$ cat src/rtl/bus_register.sv
// Edge-triggered datapath storage register.
// Ports: clock, clear (sync, active-high), enable, BUS_MUX_OUT in, BUS_MUX_IN out.
module bus_register #(
  parameter int unsigned          DATA_WIDTH = 32,
  parameter logic [DATA_WIDTH-1:0] INIT      = '0
) (
  input  logic                  clock,
  input  logic                  clear,
  input  logic                  enable,
  input  logic [DATA_WIDTH-1:0] BUS_MUX_OUT,
  output logic [DATA_WIDTH-1:0] BUS_MUX_IN
);

  // Declaration initializer gives the INIT power-up value.
  logic [DATA_WIDTH-1:0] q = INIT;

  always_ff @(posedge clock) begin
    if (clear) begin
      q <= INIT;
    end else if (enable) begin
      q <= BUS_MUX_OUT;
    end
  end

  assign BUS_MUX_IN = q;

endmodule

$ cat config.mk
export PLATFORM = sky130hd
export DESIGN_NAME = bus_register
export DESIGN_NICKNAME = d
export VERILOG_FILES = /design/src/rtl/bus_register.sv
export SDC_FILE = /design/constraint.sdc
export NUM_CORES = 1
export LEC_CHECK = 0
export BUFFER_PORTS_ARGS = -buffer_cell sky130_fd_sc_hd__buf_2
export CAP_MARGIN = 10
export CELL_PAD_IN_SITES_DETAIL_PLACEMENT = 0
export CELL_PAD_IN_SITES_GLOBAL_PLACEMENT = 1
export CORE_ASPECT_RATIO = 2
export CORE_MARGIN = 3
export CORE_UTILIZATION = 31
export DETAILED_ROUTE_END_ITERATION = 7
export PLACE_DENSITY_LB_ADDON = 0.1
export SYNTH_ARGS = -nofsm -noshare
export SYNTH_HDL_FRONTEND = slang
export SYNTH_SLANG_ARGS = --single-unit
$ cat constraint.sdc
create_clock -name clock -period 0.8 [get_ports clock]
set_input_delay 0.04 -clock clock [delete_from_list [all_inputs] [get_ports clock]]
set_output_delay 0.04 -clock clock [all_outputs]
set_load 0.01 [all_outputs]
### After elaboration in Yosys (flattened, before gate mapping)

Index checks and enable logic that the tools add are counted.

| word-level totals | value |
|---|---|
| bits of input ports | 35 |
| output and inout port bits | 32 |
| flip-flop bits (word level) | 32 |

### Depth between registers and ports, before layout

| logic depth | value |
|---|---|
| word-level depth | 0 |
| mapped depth | 4 |

### Worst setup path after synthesis

No wires, ideal clock.

| timing | value |
|---|---|
| path type | input to register |
| start | input port enable |
| end | register q[0] (netlist: BUS_MUX_IN[0]) |
| path buffers | 2 |
| arrival | 505 ps |
| setup slack | 167 ps |
| setup time | 128 ps |
| stages | 4 |
| path through | buf_6 -> buf_12 -> mux2i_1 -> nor2_1 |

RTL lines:

| element | RTL line | RTL |
|---|---|---|
| start, declared | 9 | `input logic enable,` |
| end signal, assigned | 19 | `q <= INIT;` |
| end signal, assigned | 21 | `q <= BUS_MUX_OUT;` |
| end, declared | 15 | `logic [DATA_WIDTH-1:0] q = INIT;` |

### Final worst setup path

| timing | value |
|---|---|
| start | register q[5] (netlist: BUS_MUX_IN[5]) |
| end | output port BUS_MUX_IN[5] |

RTL lines:

| element | RTL line | RTL |
|---|---|---|
| end, declared | 11 | `output logic [DATA_WIDTH-1:0] BUS_MUX_IN` |

No word-level cell between the ends.

==> results.md <==
Timing:
- On the final layout, the worst hold slack is 5.62 ps.
- Across the routed clock network, the largest skew measured is 0 ps.
- In this run the tightest slew margin relative to its limit is 88.4%.
- The number of failing setup endpoints in the final timing report is 0.
- Setup total negative slack on the finished layout was measured at 0 ps.
- The number of pins with negative max-slew slack in the final report came to 0.
- The final worst-path cycle share is 96.2%.
- For the pin with the worst max-slew slack, the measured transition is 168 ps.
- The maximum clock frequency is 1.30 GHz.
- The worst path needs 770 ps of the cycle, external delays included.
- The final critical-path setup slack is 30.4 ps.
- The hold violation total from the final report is 0.

Logic synthesis:
- Of the total synthesized cell area, the portion taken by full adders, half adders and majority gates is 0%.
- The gate count after technology mapping is 103.
- The synthesized design devotes to its leading area cell type 55.1% of total area.
- The post-synth design cell area is 1160 um^2.
- The number of nets in the synthesized netlist is 138.
- The synthesized design spends more area on one cell type than any other, namely dfxtp_1.
- Yosys printed 0 warnings.
- Yosys attributes the largest share of cell area to dfxtp_1 55%, mux2i_1 28%, nor2_1 10%, buf_12 5.2%, buf_6 0.97%.
- The number of different library cells used by synthesis comes to 6.
- After Yosys synthesis, XOR and XNOR cells account for 0% of the synthesized area.
- The simple-gate portion of the synthesized area is 10.3%.
- Dividing the synthesized area by the synthesized cell count gives 11.3 um^2.
- Of the synthesized area, sequential elements account for 55.1%.
- The largest family of logic cells by synthesized area is multiplexers.
- The multiplexer share of the synthesized area is 27.5%.
- After synthesis the netlist holds a flip-flop and latch count of 32.
- Summing the areas of all compound-gate instances in the mapped netlist gives 0% of the synthesized area.

Worst setup path:
- The worst setup path startpoint is BUS_MUX_IN[5]$_SDFFE_PP0P_.
- The critical path class is flip-flop to output port.
- Traced cell by cell, the critical path runs through buf_2.
- The category of the worst setup path capture point is an output port.
- The endpoint of the lowest-slack register-to-register path is BUS_MUX_IN[3]$_SDFFE_PP0P_.
- The kind of cell adding the most delay to the critical path is flip-flops.
- The worst flop-to-flop path startpoint is BUS_MUX_IN[3]$_SDFFE_PP0P_.
- The startpoint type of the worst setup path is a flip-flop.
- Data on the critical path arrives at its endpoint at 730 ps.
- Of all nets on the critical path, the largest fanout is 2.
- Setup slack on the worst reg-to-reg path comes out at 140 ps.
- The stage delay of the slowest cell on the critical path is 330 ps.
- The worst path buffer plus inverter count is 1.
- The cell type of the slowest stage on the worst timing path is dfxtp_2.
- The number of cells traversed by the worst register-to-register path is 2.
- The data required time at the worst endpoint is 760 ps.

Layout:
- Summing all multi-input logic gate instances after layout gives 440 um^2.
- The post-route netlist has 54.8% of its cells at a drive strength greater than 1.
- Cells fill 53.2% of the core in the end.
- The register with the most flip-flops in the layout has 32 of them.
- The fill cell instance count of the final layout is 330.
- From synthesis to final layout, the design area changed by 59.7%.
- The final instance count without filler cells is 236.
- The layout net count is 223.
- The repair_antennas step left the layout with diodes totalling 0.
- The combined flip-flop and latch cell area is 672 um^2.

GRT:
- The first global-routing pass estimated 4660 um of wire.
- Entering global routing, the biggest net connects 33 pins.
- For this run the aggregate overflow at the end of global routing stands at 0.
- The initial antenna violation count was 0.
- The number of global-route vias before repair was 1021.
- Global routing used 13.4% of the available tracks across all layers.

Power and ir drop:
- The standby leakage power is 0.000970 uW.
- The worst-case IR drop observed on VDD is 1.57 mV.
- The ratio of total power to cell area is 1940 nW/um^2.

Floorplan:
- The number of placed I/O pins is 67.
- The initial utilization of the core area, before any placement, comes to 33.3%.
- Row generation in the floorplan step produced 30 rows.
- The area of the die is 4570 um^2.
- After floorplanning, the core was sized to cover 3490 um^2.
- The die is 49.3 um wide.
- The chip height is 92.6 um.

Drt:
- After the first detailed-routing iteration, the DRC count stood at 6.
- Dividing the detail-routed via count by the number of cells gives 4.34.
- The sum of routed wire length over all layers is 2870 um.
- The residual DRC count is 0.
- The final routed wire length divided by cell count is 12.1 um.
- In this run the remaining antenna-violating nets after routing total 0.
- The detailed-routing iteration count for the pre-antenna-repair pass is 4.
- The number of vias after detailed routing is 1025.

Placed design:
- Buffers placed on the I/O ports in this run total 66.
- The worst-case setup slack after placement is -9.14 ps.
- The number of placed cells counting well taps is 215.
- Detailed placement finished with a half-perimeter wire length of 2050 um.
- The final weighted congestion in routability-driven placement is 0.661.

Hold path:
- In this run the most critical hold path is launched from BUS_MUX_OUT[20].
- The worst hold endpoint is BUS_MUX_IN[20]$_SDFFE_PP0P_.
- The count of cells along the worst hold path is 3.
- The classification of the worst-slack hold path is input port to flip-flop.

Run:
- Max-cap violations in this run came to 0.

CTS:
- The TritonCTS clock tree is yes.
- The maximum level of the CTS H-tree is 2.
- The buffer cell driving the clock tree root is clkbuf_8.
- The clock passes through at most 2 buffers.
- The number of buffers created by CTS is 5.
- The latest clock arrival within the worst-skew pair is 270 ps.
- The clock sink total is 32.
- Clock-pin slew was measured on the worst setup and hold paths at 60 ps.

Run status:
- The flow ran to the end, and the final reports show no timing, DRC or antenna violations.
-- kinds of logic after synthesis --
family,count (synthesis)
multiplexers,32
flip-flops,32
AND/OR/NAND/NOR,32
buffers and inverters,7
-- Yosys cell counts, drive strengths merged --
master	n
dfxtp	32
mux2i	32
buf	4
clkbuf	3
nor2	32
-- area by class of cell --
cell class | instances | share of cell area [%]
Sequential cell | 32 | 36.2
Timing Repair Buffer | 85 | 31.7
Multi-Input combinational cell | 64 | 23.7
Clock buffer | 7 | 5.19
Tap cell | 48 | 3.23
-- stage by stage --
step / total power, uW / area, um^2
floorplan: 2040 / 1160
global route: 3780 / 1860
finish: 3610 / 1860
global placement: 2240 / 1550
CTS: 3630 / 1790
detailed placement: 2250 / 1550
-- report_power, final --
part           leakage, uW  switching [uW]  internal [uW]
Sequential        0.000273            51.3           1700
Combinational     0.000646             233            315
Clock            0.0000503             544            765
Total             0.000970             829           2780
-- how the worst max path moves through the flow --
stage | depth (start not counted) | to | slack (ps)
finish | 1 | BUS_MUX_IN[5] | 30
global route | 1 | BUS_MUX_IN[27] | -2
CTS | 1 | BUS_MUX_IN[0] | 3
detailed placement | 4 | BUS_MUX_IN[3]$_SDFFE_PP0P_ | -9
global placement | 4 | BUS_MUX_IN[7]$_SDFFE_PP0P_ | 10
floorplan | 4 | BUS_MUX_IN[0]$_SDFFE_PP0P_ | 170
-- what timing repair did --
action / 4_1_cts / 5_1_grt
endpoints found under the hold margin: 14 / 0
endpoints found under the setup margin: 7 / 21
setup buffers: 0 / 0
gates resized for setup: 7 / 25
hold buffers: 14 / 0
-- cell usage in the layout (no fill, tap or decap) --
cell type and n:
nor2_1 32, clkbuf_8 7, dfxtp_2 25, buf_6 7
buf_12 3, mux2i_1 32, dfxtp_1 7, buf_4 2
dlygate4sd3_1 14, buf_2 59
-- layer usage --
layer / global-route usage (%) / vias up / wire, um
li1: - / 505 / -
met3: 4.03 / 6 / 180
met1: 13.9 / 468 / 1030
met4: 7.13 / 0 / 64
met2: 23.4 / 46 / 1590
met5: 0 / - / 0
No activity file was read; power rests on OpenSTA's default activity.
